===== config.mk =====
export PLATFORM = sky130hd
export DESIGN_NAME = mmio_uart_tx
export DESIGN_NICKNAME = d
export VERILOG_FILES = /design/src/rtl/uart_pkg.sv /design/src/rtl/sync_fifo.sv /design/src/rtl/mmio_uart_tx.sv
export SDC_FILE = /design/constraint.sdc
export NUM_CORES = 1
export LEC_CHECK = 0
export ABC_CLOCK_PERIOD_IN_PS = 6800
export BUFFER_PORTS_ARGS = -buffer_cell sky130_fd_sc_hd__buf_2
export CORE_ASPECT_RATIO = 0.7
export CORE_MARGIN = 2
export CORE_UTILIZATION = 40
export DETAILED_ROUTE_END_ITERATION = 10
export REMOVE_ABC_BUFFERS = 1
export SLEW_MARGIN = 20
export SYNTH_ARGS = -nofsm -noshare
export SYNTH_HDL_FRONTEND = slang
export SYNTH_SLANG_ARGS = --single-unit

===== constraint.sdc =====
create_clock -name clk -period 6.8 [get_ports clk]
set_input_delay 0.68 -clock clk [delete_from_list [all_inputs] [get_ports clk]]
set_output_delay 0.68 -clock clk [all_outputs]
set_load 0.02 [all_outputs]

===== src/rtl/uart_pkg.sv =====
// Shared types and register map for the memory-mapped UART transmitter.
package uart_pkg;

   typedef enum logic [1:0] {IDLE, START, DATA, STOP} tx_state_t;

   localparam logic [1:0] TXDATA_OFS = 2'd0;
   localparam logic [1:0] STATUS_OFS = 2'd1;
   localparam logic [1:0] CTRL_OFS   = 2'd2;

   localparam int ST_FULL_BIT  = 0;
   localparam int ST_EMPTY_BIT = 1;
   localparam int ST_BUSY_BIT  = 2;
   localparam int ST_OVF_BIT   = 3;
   localparam int ST_COUNT_LSB = 8;

endpackage


===== src/rtl/sync_fifo.sv =====
// Single-clock FIFO with first-word-fall-through output; pushes while full
// and pops while empty are ignored.
module sync_fifo #(
   parameter int WIDTH = 8,
   parameter int DEPTH = 8
) (
   input  logic                       clk,
   input  logic                       reset,
   input  logic                       push,
   input  logic [WIDTH-1:0]           din,
   input  logic                       pop,
   output logic [WIDTH-1:0]           dout,
   output logic                       full,
   output logic                       empty,
   output logic [$clog2(DEPTH):0]     count
);

   localparam int AW = $clog2(DEPTH);
   localparam int CW = AW + 1;

   logic [WIDTH-1:0] mem [DEPTH];
   logic [AW-1:0]    wr_ptr;
   logic [AW-1:0]    rd_ptr;
   logic             do_push;
   logic             do_pop;

   assign full    = (count == CW'(DEPTH));
   assign empty   = (count == '0);
   assign do_push = push && !full;
   assign do_pop  = pop && !empty;
   assign dout    = mem[rd_ptr];

   always_ff @(posedge clk) begin
      if (reset) begin
         wr_ptr <= '0;
         rd_ptr <= '0;
         count  <= '0;
      end else begin
         if (do_push) wr_ptr <= wr_ptr + 1'b1;
         if (do_pop)  rd_ptr <= rd_ptr + 1'b1;
         count <= count + {{(CW-1){1'b0}}, do_push} - {{(CW-1){1'b0}}, do_pop};
      end
   end

   // Storage holds data only, so it is left out of reset.
   always_ff @(posedge clk) begin
      if (do_push) mem[wr_ptr] <= din;
   end

endmodule


===== src/rtl/mmio_uart_tx.sv =====
// Memory-mapped 8N1 UART transmitter: stores fill a TX FIFO, a serial
// shifter drains it onto txd, loads return status combinationally.
module mmio_uart_tx
   import uart_pkg::*;
#(
   parameter int          CLKS_PER_BIT = 16,
   parameter int          FIFO_DEPTH   = 8,
   parameter logic [31:0] BASE_ADDR    = 32'h0000_8000
) (
   input  logic        clk,
   input  logic        reset,
   input  logic        mem_write,
   input  logic [31:0] adr,
   input  logic [31:0] write_data,
   output logic [31:0] read_data,
   output logic        txd,
   output logic        busy
);

   localparam int CW    = $clog2(FIFO_DEPTH) + 1;
   localparam int CNT_W = $clog2(CLKS_PER_BIT);
   localparam logic [CNT_W-1:0] CNT_LAST = CNT_W'(CLKS_PER_BIT - 1);

   logic          sel;
   logic [1:0]    ofs;
   logic          wr_txdata;
   logic          wr_status;
   logic          wr_ctrl;
   logic          enable;
   logic          overflow;
   logic          fifo_pop;
   logic          fifo_full;
   logic          fifo_empty;
   logic [7:0]    fifo_dout;
   logic [CW-1:0] fifo_count;
   logic          unused_bits;

   tx_state_t        state, state_nx;
   logic [CNT_W-1:0] clk_cnt, clk_cnt_nx;
   logic [2:0]       bit_idx, bit_idx_nx;
   logic [7:0]       shift, shift_nx;
   logic             bit_end;

   assign sel         = (adr[31:4] == BASE_ADDR[31:4]);
   assign ofs         = adr[3:2];
   assign wr_txdata   = mem_write && sel && (ofs == TXDATA_OFS);
   assign wr_status   = mem_write && sel && (ofs == STATUS_OFS);
   assign wr_ctrl     = mem_write && sel && (ofs == CTRL_OFS);
   assign unused_bits = ^{adr[1:0], write_data[31:8]};

   sync_fifo #(
      .WIDTH (8),
      .DEPTH (FIFO_DEPTH)
   ) u_fifo (
      .clk   (clk),
      .reset (reset),
      .push  (wr_txdata),
      .din   (write_data[7:0]),
      .pop   (fifo_pop),
      .dout  (fifo_dout),
      .full  (fifo_full),
      .empty (fifo_empty),
      .count (fifo_count)
   );

   // Full is the pre-edge FIFO state, so a push racing a pop is still lost.
   always_ff @(posedge clk) begin
      if (reset) begin
         enable   <= 1'b1;
         overflow <= 1'b0;
      end else begin
         if (wr_ctrl) enable <= write_data[0];
         if (wr_txdata && fifo_full)
            overflow <= 1'b1;
         else if (wr_status && write_data[ST_OVF_BIT])
            overflow <= 1'b0;
      end
   end

   always_ff @(posedge clk) begin
      if (reset) begin
         state   <= IDLE;
         clk_cnt <= '0;
         bit_idx <= '0;
      end else begin
         state   <= state_nx;
         clk_cnt <= clk_cnt_nx;
         bit_idx <= bit_idx_nx;
      end
   end

   always_ff @(posedge clk) begin
      shift <= shift_nx;
   end

   assign bit_end = (clk_cnt == CNT_LAST);

   always_comb begin
      state_nx   = state;
      clk_cnt_nx = clk_cnt;
      bit_idx_nx = bit_idx;
      shift_nx   = shift;
      fifo_pop   = 1'b0;
      if (state != IDLE) clk_cnt_nx = bit_end ? '0 : clk_cnt + 1'b1;
      case (state)
         IDLE: begin
            if (enable && !fifo_empty) begin
               fifo_pop   = 1'b1;
               shift_nx   = fifo_dout;
               clk_cnt_nx = '0;
               state_nx   = START;
            end
         end
         START: begin
            if (bit_end) begin
               bit_idx_nx = '0;
               state_nx   = DATA;
            end
         end
         DATA: begin
            if (bit_end) begin
               shift_nx = shift >> 1;
               if (bit_idx == 3'd7) state_nx = STOP;
               else                 bit_idx_nx = bit_idx + 1'b1;
            end
         end
         STOP: begin
            // Chain straight into the next frame when more data is waiting.
            if (bit_end) begin
               if (enable && !fifo_empty) begin
                  fifo_pop = 1'b1;
                  shift_nx = fifo_dout;
                  state_nx = START;
               end else begin
                  state_nx = IDLE;
               end
            end
         end
         default: state_nx = IDLE;
      endcase
   end

   assign txd  = (state == START) ? 1'b0 :
                 (state == DATA)  ? shift[0] : 1'b1;
   assign busy = (state != IDLE);

   always_comb begin
      read_data = '0;
      if (sel) begin
         case (ofs)
            STATUS_OFS: begin
               read_data[ST_FULL_BIT]          = fifo_full;
               read_data[ST_EMPTY_BIT]         = fifo_empty;
               read_data[ST_BUSY_BIT]          = busy;
               read_data[ST_OVF_BIT]           = overflow;
               read_data[ST_COUNT_LSB +: CW]   = fifo_count;
            end
            CTRL_OFS: read_data[0] = enable;
            default:  read_data = '0;
         endcase
      end
   end

endmodule


==> impl_summary.txt <==
----------------------------------------------------
[Finish]
  Diode count ... 0
  Leading cell types in the layout, fill and taps excluded ... sky130_fd_sc_hd__edfxtp_1, sky130_fd_sc_hd__buf_2, sky130_fd_sc_hd__dfxtp_1, sky130_fd_sc_hd__conb_1, sky130_fd_sc_hd__nor2_1
  Commonest non-fill, non-tap cell in the layout ... sky130_fd_sc_hd__edfxtp_1
  Number of nets in the final layout ... around 460
  Layout cells sized above 1 ... 0.251
  Synth-to-layout area growth ... 13.4%

[Die]
  I/O pins ... just over 100
  Number of placement rows ... 32
  Width of the die ... approximately 130 um
  Die area ... approximately 0.012 mm2
  Starting density of the core ... 0.409
  Floorplan core area ... ~0.011 mm2
  Die outline height ... 92.8 um

[Synth]
  Mean area per synthesized cell ... between 10 and 15 um2
  Number of flops mapped to enable cells by yosys ... between 70 and 80
  YS warnings ... 0
  Sequential cell area fraction in the yosys report ... 0.587
  Synth unique cells ... between 50 and 60
  Share of the synthesized area in the top cell type ... 0.480
  Ranking of synthesized cells by area ... sky130_fd_sc_hd__edfxtp_1, sky130_fd_sc_hd__dfxtp_1, sky130_fd_sc_hd__mux4_2
  Area of the mapped netlist ... ~0.0045 mm2
  Top cell type by total area after synthesis ... sky130_fd_sc_hd__edfxtp_1
  Async S/R FF share, synth ... 0
  Synthesized instance count ... approximately 330
  Number of flip-flops and latches in the synthesized netlist ... 96
  Prevailing post-synth register cell ... sky130_fd_sc_hd__edfxtp_1

[Timing]
  Skew final ... around 0.0076 ns
  Normalized max-slew margin ... 0.375
  Peak Freq ... between 300 and 400 MHz
  Final worst-path cycle share ... 0.450
  Min cycle time layout ... between 3 and 4 ns
  Setup total negative slack ... 0 ns
  Worst slack on hold paths ... approximately 0.48 ns
  # setup viols final ... 0
  Pin slew with the least headroom to its limit ... between 0.9 and 1 ns
  Count of final hold-check violations ... 0
  Setup repair after global routing missed its margin ... false
  Number of slew-limit violations in the final report ... 0

[Global routing]
  Global-route congestion overflow total ... 0
  Pin count of the biggest net entering global routing ... 29
  Global-route wire length before repair ... around 13000 um
  Initial antenna violation count ... 0
  Vias in the first global route ... ~2500
  GRT Util Overall ... 0.146

[Worst setup path]
  Largest driver fanout on the critical path ... 8
  Reg-to-reg startpoint ... state[0]$_SDFFE_PP0P_
  Critical R2R Capture ... u_fifo.count[2]$_SDFF_PP0_
  Minimum setup slack among reg-to-reg paths ... between 3 and 4 ns
  Critical path class ... input port to primary output
  Sort of element at the end of the critical path ... primary output
  Data required time of the critical path ... 6.12 ns
  Arrival time of the worst setup path ... 2.38 ns
  Startpoint kind of the worst setup timing path ... input port
  Path depth of the worst reg2reg path ... 9

[CTS]
  Post-cts gate resize count ... 0
  Clock Path Buffers ... 2
  Clock network latency to the later pin of the worst-skew pair ... between 0.3 and 0.4 ns
  # Post-CTS Setup Buffers ... 0
  Total clock sinks ... 96
  Clk slew on worst S/H paths ... ~0.070 ns
  Clock Root Buffer ... sky130_fd_sc_hd__clkbuf_16
  Cts hold-fix bufs ... 0
  Inserted Clock Buffers ... 9
  Deepest level of the CTS H-tree ... 3
  TritonCTS clock tree ... done

[Drt]
  Antenna viol nets, final ... 0
  Per-cell via count in the routed design ... a little under 5
  Via count ... approximately 2600
  Post-DR wirelength/cell ... approximately 15 um
  Number of remaining DRC errors ... 0
  Iteration count of the initial detailed-routing pass ... 6
  Sum of routed wire length over all layers ... 8130 um
  Iteration-0 DRC count of the detailed router ... 223

[Worst hold path]
  Worst Hold Class ... flop to flop
  Number of cells on the worst hold path ... 2
  Hold Path End ... overflow$_SDFFE_PP0P_
  Hold Crit Start ... overflow$_SDFFE_PP0P_

[Placement]
  Weighted congestion at the end of routability-driven global placement ... roughly 0.79
  Post-DP HPWL ... around 5500 um
  Number of I/O port buffers ... 50

[Power and ir drop]
  Flop pwr share ... 0.446
  Largest voltage drop on the vdd net ... 130 uV
  Clock power frac ... 0.313
  Switching Fraction ... 0.294
  Leakage power ... around 1.9 nW
  Combinational power share ... 0.241
  Power per cell area ... 324 mW/mm2
  Switching power ... approximately 500 uW
  Internal power contribution ... 1.17 mW

[Outcome]
  Outcome ... finished, final reports clean

[Run]
  Max-capacitance violation count ... 0

----------------------------------------------------
==> Yosys cell counts (2+ instances only) <==
library cell and n:
sky130_fd_sc_hd__a21oi_1 10, sky130_fd_sc_hd__mux4_2 16, sky130_fd_sc_hd__xor2_1 2, sky130_fd_sc_hd__nor2_1 23, sky130_fd_sc_hd__buf_4 24, sky130_fd_sc_hd__o31ai_1 2
sky130_fd_sc_hd__nand4_1 3, sky130_fd_sc_hd__ha_1 17, sky130_fd_sc_hd__and4b_1 3, sky130_fd_sc_hd__and2_1 7, sky130_fd_sc_hd__edfxtp_1 72, sky130_fd_sc_hd__nor2b_1 4
sky130_fd_sc_hd__inv_1 12, sky130_fd_sc_hd__dfxtp_1 24, sky130_fd_sc_hd__a31oi_1 3, sky130_fd_sc_hd__mux2i_1 15, sky130_fd_sc_hd__a31o_2 2, sky130_fd_sc_hd__nand2b_1 5
sky130_fd_sc_hd__nor3_1 4, sky130_fd_sc_hd__o21ai_0 8, sky130_fd_sc_hd__o211a_1 2, sky130_fd_sc_hd__xnor2_1 4, sky130_fd_sc_hd__and3_1 2, sky130_fd_sc_hd__or4_1 3
sky130_fd_sc_hd__buf_2 5, sky130_fd_sc_hd__nand2_1 15, sky130_fd_sc_hd__nand3_1 2, sky130_fd_sc_hd__clkbuf_1 10, sky130_fd_sc_hd__nor4_1 7
==> layer usage <==
metal	GRT usage	vias to the layer above	routed length, um	part of all wire
li1	-	1278	-	-
met1	0.202	1289	3880	0.48
met2	0.220	59	3720	0.46
met3	0.0422	9	430	0.053
met4	0.0514	0	99	0.012
met5	0	-	0	0
==> through the flow <==
step | cells | power (mW) | area (um2) | setup slack [ns] | util
finish | 535 | 1.66 | 5110 | 3.74 | 0.464
global route | 535 | 1.75 | 5110 | 3.48 | 0.464
CTS | 535 | 1.68 | 5110 | 3.69 | 0.464
detailed placement | 519 | 1.15 | 4800 | 3.70 | 0.436
global placement | 519 | 1.14 | 4800 | 3.70 | 0.436
floorplan | 314 | 1.05 | 4350 | 3.83 | -
==> worst max-delay path, cell delays in order <==
cell	delay, ns
sky130_fd_sc_hd__buf_2	0.10
sky130_fd_sc_hd__nor4_1	0.27
sky130_fd_sc_hd__nand4_1	0.36
sky130_fd_sc_hd__nor4_2	0.60
sky130_fd_sc_hd__and2_2	0.22
sky130_fd_sc_hd__buf_2	0.15
==> registers in the layout, indices dropped and copies added, names as in the netlist, 2 cells and up, named ones only <==
register       cells
u_fifo.rd_ptr      3
u_fifo.count       4
bit_idx            3
u_fifo.mem        64
u_fifo.wr_ptr      3
shift              8
state              2
clk_cnt            4
==> cell type report <==
class	count	area, um2
Timing Repair Buffer	52	265
Tap cell	153	191
Clock inverter	7	83.8
Fill cell	983	5900
Multi-Input combinational cell	206	1660
Inverter	12	45.0
Clock buffer	9	225
Sequential cell	96	2640
==> power by group through the flow <==
stage	clock (mW)	combinational (mW)	sequential, mW
after global placement	0	0.394	0.750
after floorplan	0	0.296	0.751
final	0.519	0.399	0.738
after global routing	0.556	0.452	0.746
after detailed placement	0	0.402	0.752
after CTS	0.533	0.404	0.740
==> worst max path at each step <==
stage | from | endpoint | slack, ns
after global placement | adr[10] | read_data[8] | 3.70
after floorplan | adr[18] | u_fifo.mem[4][0]$_DFFE_PP_ | 3.83
final | adr[10] | read_data[8] | 3.74
after CTS | adr[10] | read_data[8] | 3.69
after detailed placement | adr[9] | read_data[8] | 3.70
after global routing | adr[17] | read_data[8] | 3.48
==> cell families (layout without fill, tap and decap cells) <==
group | count (synthesis) | count (layout) | synth area share
AOI/OAI and AO/OA | 33 | 33 | 0.0469
DFF | 96 | 96 | 0.587
and+or+nand+nor | 93 | 93 | 0.122
buffers and inverters | 52 | 80 | 0.0647
muxes | 32 | 32 | 0.116
other | 1 | 24 | 0.000832
xor gates and xnor gates | 6 | 6 | 0.0117
adders and majority gates | 18 | 18 | 0.0517
No activity file was read; power rests on OpenSTA's default activity.
